### config.mk
export PLATFORM = sky130hd
export DESIGN_NAME = sga_matrix_scan_flat
export DESIGN_NICKNAME = d
export VERILOG_FILES = /design/src/rtl/sga_matrix_scan_pkg.sv /design/src/rtl/sga_matrix_scan_if.sv /design/src/rtl/sga_matrix_scan_row_driver.sv /design/src/rtl/sga_matrix_scan.sv /design/src/flat_wrapper.sv
export SDC_FILE = /design/constraint.sdc
export NUM_CORES = 1
export LEC_CHECK = 0
export BUFFER_PORTS_ARGS = -buffer_cell sky130_fd_sc_hd__buf_4
export CAP_MARGIN = 20
export CORE_UTILIZATION = 40
export CTS_CLUSTER_SIZE = 20
export DETAILED_ROUTE_END_ITERATION = 8
export HOLD_SLACK_MARGIN = 0.02
export PLACE_DENSITY = 0.58
export SETUP_SLACK_MARGIN = 0.3
export SYNTH_ARGS = -nofsm -noshare
export SYNTH_HDL_FRONTEND = slang
export SYNTH_HIERARCHICAL = 1
export SYNTH_SLANG_ARGS = --single-unit
### constraint.sdc
create_clock -name clock -period 3 [get_ports clock]
set_clock_uncertainty 0.05 [all_clocks]
set_input_delay 0.15 -clock clock [delete_from_list [all_inputs] [get_ports clock]]
set_output_delay 0.15 -clock clock [all_outputs]
set_load 0.01 [all_outputs]
### src/rtl/sga_matrix_scan_pkg.sv
// Shared board geometry, cell-index field layout and fetch-state encoding
// for the snake matrix reader.
package sga_pkg;

  localparam int BOARD_W    = 4;                  // cells per row / rows per board
  localparam int CELL_W     = 4;                  // bits in a cell index
  localparam int NCELL      = BOARD_W * BOARD_W;  // bits in a frame bitmap
  localparam int COORD_W    = 2;                  // bits in one coordinate
  localparam int CELL_Y_LSB = 2;                  // cell index = {y[1:0], x[1:0]}

  typedef logic [CELL_W-1:0] cell_t;

  // Fetch FSM encoding
  localparam logic [2:0] ST_IDLE  = 3'd0;
  localparam logic [2:0] ST_CLEAR = 3'd1;
  localparam logic [2:0] ST_REQ   = 3'd2;
  localparam logic [2:0] ST_DRAIN = 3'd3;
  localparam logic [2:0] ST_APPLE = 3'd4;
  localparam logic [2:0] ST_SWAP  = 3'd5;

  // Column nibble of row y in a frame bitmap (bit index = y*4+x)
  function automatic logic [BOARD_W-1:0] row_of(input logic [NCELL-1:0] bmp,
                                                input logic [COORD_W-1:0] y);
    return bmp[(int'(y) << CELL_Y_LSB) +: BOARD_W];
  endfunction

endpackage

### src/rtl/sga_matrix_scan_if.sv
// Read-port handshake toward the shared snake-body position RAM.
// The scanner is master (drives request/address), the arbiter+RAM is slave.
interface sga_matrix_scan_if;
  logic          rd_req;
  logic          rd_gnt;
  sga_pkg::cell_t rd_addr;
  sga_pkg::cell_t rd_data;

  modport master (output rd_req, output rd_addr, input rd_gnt, input rd_data);
  modport slave  (input rd_req, input rd_addr, output rd_gnt, output rd_data);
endinterface

### src/rtl/sga_matrix_scan_row_driver.sv
// Row multiplexer for the 4x4 LED matrix: hold counter, row index, one blank
// cycle at the start of every row period, and the frame-start strobe.
module sga_row_driver
  import sga_pkg::*;
#(
  parameter int ROW_HOLD = 1000
) (
  input  logic               clock,
  input  logic               reset_n,
  input  logic               enable_i,
  input  logic [NCELL-1:0]   disp_buf_i,
  output logic [BOARD_W-1:0] row_sel_o,
  output logic [BOARD_W-1:0] col_on_o,
  output logic               row0_start_o
);

  localparam int            HW        = $clog2(ROW_HOLD);
  localparam logic [HW-1:0] HOLD_LAST = HW'(ROW_HOLD - 1);

  // enable is registered so outputs come up cleanly one cycle after it,
  // and the scan always starts from a fresh row-0 period
  logic               en_q;
  logic [HW-1:0]      hold_q, hold_d;
  logic [COORD_W-1:0] row_q, row_d;

  // hold counter / row index next state; parked at 0 while disabled
  always_comb begin
    hold_d = hold_q;
    row_d  = row_q;
    if (!en_q) begin
      hold_d = '0;
      row_d  = '0;
    end else if (hold_q == HOLD_LAST) begin
      hold_d = '0;
      row_d  = row_q + 1'b1;
    end else begin
      hold_d = hold_q + 1'b1;
    end
  end

  // scanner state registers
  always_ff @(posedge clock or negedge reset_n) begin
    if (!reset_n) begin
      en_q   <= 1'b0;
      hold_q <= '0;
      row_q  <= '0;
    end else begin
      en_q   <= enable_i;
      hold_q <= hold_d;
      row_q  <= row_d;
    end
  end

  assign row0_start_o = en_q && (hold_q == '0) && (row_q == '0);
  assign row_sel_o    = en_q ? (BOARD_W'(1) << row_q) : '0;
  // first cycle of each row period is blanked to stop ghosting
  assign col_on_o     = (en_q && (hold_q != '0)) ? row_of(disp_buf_i, row_q) : '0;

endmodule

### src/rtl/sga_matrix_scan.sv
// Snake matrix reader: once per display frame, burst-reads the body cells
// from the shared RAM, rasterises them plus a blinking apple into a shadow
// bitmap, then swaps it into the display buffer driven by the row scanner.
module sga_matrix_scan
  import sga_pkg::*;
#(
  parameter int ROW_HOLD     = 1000,
  parameter int BLINK_FRAMES = 8
) (
  input  logic                 clock,
  input  logic                 reset_n,
  input  logic                 enable,
  input  logic [CELL_W-1:0]    snake_size,
  input  cell_t                apple_pos,
  input  logic                 apple_valid,
  sga_matrix_scan_if.master    rd,
  output logic [BOARD_W-1:0]   row_sel,
  output logic [BOARD_W-1:0]   col_on,
  output logic                 frame_done,
  output logic                 busy
);

  localparam int            FW       = (BLINK_FRAMES > 1) ? $clog2(BLINK_FRAMES) : 1;
  localparam logic [FW-1:0] FRM_LAST = FW'(BLINK_FRAMES - 1);

  logic [2:0]        state_q, state_d;
  logic [NCELL-1:0]  shadow_q, shadow_d;
  logic [NCELL-1:0]  disp_q, disp_d;
  cell_t             addr_q, addr_d;
  logic [CELL_W-1:0] size_q, size_d;
  logic              cap_vld_q, cap_vld_d;   // rd_data valid this cycle
  logic [FW-1:0]     frm_q, frm_d;
  logic              blink_q, blink_d;
  logic              row0_start;

  // fetch FSM, rasteriser and frame/blink bookkeeping
  always_comb begin
    state_d   = state_q;
    shadow_d  = shadow_q;
    disp_d    = disp_q;
    addr_d    = addr_q;
    size_d    = size_q;
    cap_vld_d = 1'b0;
    frm_d     = frm_q;
    blink_d   = blink_q;

    // data for the address accepted last cycle; duplicates simply OR in
    if (cap_vld_q && enable) shadow_d[rd.rd_data] = 1'b1;

    if (!enable) begin
      // abort: display buffer and blink state are left untouched
      state_d = ST_IDLE;
    end else begin
      case (state_q)
        ST_IDLE:  if (row0_start) state_d = ST_CLEAR;
        ST_CLEAR: begin
          shadow_d = '0;
          addr_d   = '0;
          size_d   = snake_size;
          state_d  = (snake_size == '0) ? ST_APPLE : ST_REQ;
        end
        ST_REQ: begin
          // no grant: hold the address and wait, no timeout
          if (rd.rd_gnt) begin
            cap_vld_d = 1'b1;
            addr_d    = addr_q + 1'b1;
            if (addr_q == size_q - 1'b1) state_d = ST_DRAIN;
          end
        end
        ST_DRAIN: state_d = ST_APPLE;
        ST_APPLE: begin
          if (apple_valid && blink_q) shadow_d[apple_pos] = 1'b1;
          state_d = ST_SWAP;
        end
        ST_SWAP: begin
          disp_d = shadow_q;
          if (frm_q == FRM_LAST) begin
            frm_d   = '0;
            blink_d = ~blink_q;
          end else begin
            frm_d = frm_q + 1'b1;
          end
          state_d = ST_IDLE;
        end
        default: state_d = ST_IDLE;
      endcase
    end
  end

  // fetch-side state registers
  always_ff @(posedge clock or negedge reset_n) begin
    if (!reset_n) begin
      state_q   <= ST_IDLE;
      shadow_q  <= '0;
      disp_q    <= '0;
      addr_q    <= '0;
      size_q    <= '0;
      cap_vld_q <= 1'b0;
      frm_q     <= '0;
      blink_q   <= 1'b0;
    end else begin
      state_q   <= state_d;
      shadow_q  <= shadow_d;
      disp_q    <= disp_d;
      addr_q    <= addr_d;
      size_q    <= size_d;
      cap_vld_q <= cap_vld_d;
      frm_q     <= frm_d;
      blink_q   <= blink_d;
    end
  end

  assign rd.rd_req  = (state_q == ST_REQ);
  assign rd.rd_addr = addr_q;
  assign frame_done = (state_q == ST_SWAP) && enable;
  assign busy       = (state_q != ST_IDLE);

  sga_row_driver #(.ROW_HOLD(ROW_HOLD)) u_row (
    .clock        (clock),
    .reset_n      (reset_n),
    .enable_i     (enable),
    .disp_buf_i   (disp_q),
    .row_sel_o    (row_sel),
    .col_on_o     (col_on),
    .row0_start_o (row0_start)
  );

endmodule

### src/flat_wrapper.sv
// flat-port wrapper written by rule: the top's interface ports become plain ports
module sga_matrix_scan_flat import sga_pkg::*;
#(
  parameter int ROW_HOLD     = 1000,
  parameter int BLINK_FRAMES = 8
)
  (clock, reset_n, enable, snake_size, apple_pos, apple_valid, row_sel, col_on, frame_done, busy, rd_rd_req, rd_rd_addr, rd_rd_gnt, rd_rd_data);
  sga_matrix_scan_if rd_i ();
  input  logic clock;
  input  logic reset_n;
  input  logic enable;
  input  logic [CELL_W-1:0] snake_size;
  input  cell_t apple_pos;
  input  logic apple_valid;
  output logic [BOARD_W-1:0] row_sel;
  output logic [BOARD_W-1:0] col_on;
  output logic frame_done;
  output logic busy;
  output wire logic [$bits(rd_i.rd_req)-1:0] rd_rd_req;
  output wire logic [$bits(rd_i.rd_addr)-1:0] rd_rd_addr;
  input wire logic [$bits(rd_i.rd_gnt)-1:0] rd_rd_gnt;
  input wire logic [$bits(rd_i.rd_data)-1:0] rd_rd_data;
  assign rd_rd_req = rd_i.rd_req;
  assign rd_rd_addr = rd_i.rd_addr;
  assign rd_i.rd_gnt = rd_rd_gnt;
  assign rd_i.rd_data = rd_rd_data;
  sga_matrix_scan #(.ROW_HOLD(ROW_HOLD), .BLINK_FRAMES(BLINK_FRAMES)) u_core (.clock(clock), .reset_n(reset_n), .enable(enable), .snake_size(snake_size), .apple_pos(apple_pos), .apple_valid(apple_valid), .rd(rd_i), .row_sel(row_sel), .col_on(col_on), .frame_done(frame_done), .busy(busy));
endmodule
==> metrics.md <==
| Metric | Value |
|---|---|
| H-tree depth | 3 |
| Sequential share of the synthesized area | 0.496 |
| Yosys cell types | 48 |
| Hold Fails Final Rpt | 0 |
| Antenna cells | 0 |
| Ys Warns | 6 |
| Switch Pwr | 494 µW |
| Critical path launch point type | flip-flop |
| Post-synth ARST share | 1.00 |
| Post-DRT Antenna Nets | 0 |
| Arrival time at the worst endpoint | 1.81 ns |
| Tot GR Track Use | 0.182 |
| Area occupied by multi-input gates | 1420 µm² |
| Total die area | 8040 µm² |
| Crit Path Max Fanout | 21 |
| Synthesized area per cell | 9.76 µm² |
| Filler Cell Count | 699 |
| Total grt overflow | 0 |
| Slew at the pin closest to its max-slew limit | 0.767 ns |
| Worst-path clk slew | 0.06 ns |
| Internal Power | 1420 µW |
| Top cells by area, synth | dfrtp_1 50%, nand2_1 8.7%, ha_1 4.1% |
| Clock tree buffer depth | 2 |
| Non-Filler Instances | 457 |
| I/O pin cnt | 32 |
| Tot Pwr | 1920 µW |
| Die Width | 89.7 µm |
| Dpl cells | 435 |
| DR iter-0 viols | 94 |
| Core area | 7330 µm² |
| Combinational power share | 0.153 |
| Critical path type | flip-flop to output pin |
| Post-synth top cells | 71 x nand2_1, 61 x dfrtp_1, 19 x nor2_1 |
| CTS sink count | 61 |
| Final setup violation count | 0 |
| Die Y | 89.7 µm |
| Rows | 31 |
| Post_cts resized | 0 |
| Flop pwr share | 0.485 |
| Area share of the largest cell type after synthesis | 0.496 |
| Routed vias | 2,294 |
| First-pass DRT Iterations | 4 |
| Worst skew pair latency | 0.34 ns |
| Routed WL per cell | 14.1 µm |
| Ratio of cells with drive above 1 in the final layout | 0.173 |
| Crit path capture type | output pin |
| Gp weighted congestion | 0.795 |
| Switching Fraction | 0.258 |
| Largest net degree at the start of global routing | 62 |
| Setup TNS | 0 ns |
| Synth Flop Type | dfrtp_1 |
| Synth area leader | dfrtp_1 |
| Cell with the most instances after synthesis | nand2_1 |
| Relative slew slack | 0.489 |
| Mapped Cells | 315 |
| Setup repair bufs after CTS | 0 |
| Power per cell area | 531 nW/µm² |
| Min Clock Period, post-route | 2.01 ns |
| Clock root cell | clkbuf_8 |
| Max Freq | 496 MHz |
| Wirelength, routed | 6460 µm |
| Synthesized flop and latch total | 61 |
| Final worst-path cycle share | 0.672 |
| Port-buffer cells | 31 |
| HP Class | input pin to flip-flop |
| Initial antenna violation count | 0 |
| Post-route DRC | 0 |
| Unrepaired setup endpoints after global routing | no |
| Mapped Nets | 342 |
| Nets@finish | 380 |
| Post-synth EDFFs | 0 |
| TritonCTS clock tree | yes |
| Clock share of power | 0.361 |
| Vias in the first global route | 2,177 |
| Mapped Area | 3080 µm² |
| P&R area growth vs syn | 17.3% |
| Outcome | finished clean |
| Pleak | 0.00175 µW |
| First-pass GRT wire length | 10,600 µm |
| TritonCTS Buffers | 9 |
| Initial core utilization | 0.420 |
| Worst VDD drop | 327 µV |
| Max cap viols | 0 |
| Via density | 5.02 |
| Detailed Place HPWL | 4430 µm |
| WP data required | 2.80 ns |
| Final Max Tran Viols | 0 |
| Seq. cell area | 1530 µm² |
-- cells by family after synthesis --
| logic type | after synthesis | synth area share |
|---|---|---|
| flops | 61 | 0.496 |
| simple gates | 153 | 0.248 |
| mux | 9 | 0.0480 |
| xor+xnor | 15 | 0.0452 |
| compound gates | 43 | 0.0797 |
| buf+inv | 24 | 0.0423 |
| fa+ha+maj | 10 | 0.0407 |
-- through the flow --
step	hold WS (ns)	worst slack (ns)	cell area (µm²)	utilization
5_1_grt	0.0543	0.814	3610	0.492
2_1_floorplan	-0.196	1.38	3080	-
4_1_cts	0.0366	0.953	3610	0.492
3_5_place_dp	0.235	1.25	3360	0.458
3_3_place_gp	0.239	1.28	3360	0.458
6_report	0.0537	0.985	3610	0.492
-- worst paths after layout --
check,from,to,slack [ns],depth (start not counted)
max,u_core/state_q[1]$_DFFE_PN0P_,frame_done,0.99,4
min,apple_pos[0],u_core/shadow_q[13]$_DFF_PN0_,0.05,3
max reg2reg,u_core/u_row/hold_q[0]$_DFF_PN0_,u_core/u_row/hold_q[6]$_DFF_PN0_,1.25,5
min reg2reg,u_core/disp_q[0]$_DFFE_PN0P_,u_core/disp_q[0]$_DFFE_PN0P_,0.42,2
max in group asynchronous,reset_n,u_core/rd.rd_addr[0]$_DFFE_PN0P_,2.02,2
min in group asynchronous,reset_n,u_core/disp_q[13]$_DFFE_PN0P_,0.38,2
-- cell usage in the layout (no fill, tap or decap), drive strengths merged --
master,count
a21o,1
inv,13
buf,32
or2,1
nor4,1
nor3b,3
dlygate4sd3,6
xnor2,9
nor3,5
o21ai,4
and3,8
ha,10
or4,1
and4,1
and2,4
nand2b,5
and4bb,2
a31oi,6
nand4,5
nand3b,2
mux2i,2
nand2,72
mux4,4
nor2b,3
mux2,3
xor2,6
clkbuf,16
a21oi,18
nand3,11
nand4b,2
nor4b,1
nor2,21
o21a,1
o22ai,12
o211ai,1
or3,5
dfrtp,61
-- layer usage --
| metal | global-route usage | share of wire |
|---|---|---|
| met1 | 0.255 | 0.51 |
| met2 | 0.266 | 0.43 |
| met3 | 0.0612 | 0.046 |
| met4 | 0.0606 | 0.010 |
| met5 | 0 | 0 |
-- power by group through the flow --
stage | logic, µW | clock network (µW) | registers, µW
5_1_grt | 331 | 756 | 941
2_1_floorplan | 197 | 0 | 935
4_1_cts | 298 | 715 | 931
3_5_place_dp | 291 | 0 | 946
6_report | 294 | 692 | 930
3_3_place_gp | 287 | 0 | 945
-- registers in the layout, indices dropped and copies added, names as in the netlist --
| register | count |
|---|---|
| u_core/shadow_q | 16 |
| u_core/u_row/en_q | 1 |
| u_core/u_row/hold_q | 10 |
| u_core/size_q | 4 |
| u_core/rd.rd_addr | 4 |
| u_core/blink_q | 1 |
| u_core/state_q | 3 |
| u_core/frm_q | 3 |
| u_core/disp_q | 16 |
| u_core/u_row/row_q | 2 |
| u_core/cap_vld_q | 1 |
-- layout make-up --
type / count / area share
clock buffers: 16 / 0.0527
inverters: 13 / 0.0135
multi-input cells: 230 / 0.393
flip-flops and latches: 61 / 0.423
well taps: 99 / 0.0343
repair buffers: 38 / 0.0832
-- critical path, stage by stage, from the launching register on --
cell and delay (ns):
dfrtp_1 0.46, nand2b_1 0.20, or2_4 0.36, inv_2 0.27
buf_4 0.18
-- repair_timing --
action                                 4_1_cts  5_1_grt
setup endpoints to repair                    0        0
hold buffers                                 6        0
endpoints found under the hold margin       66        0
No activity file was read; power rests on OpenSTA's default activity.
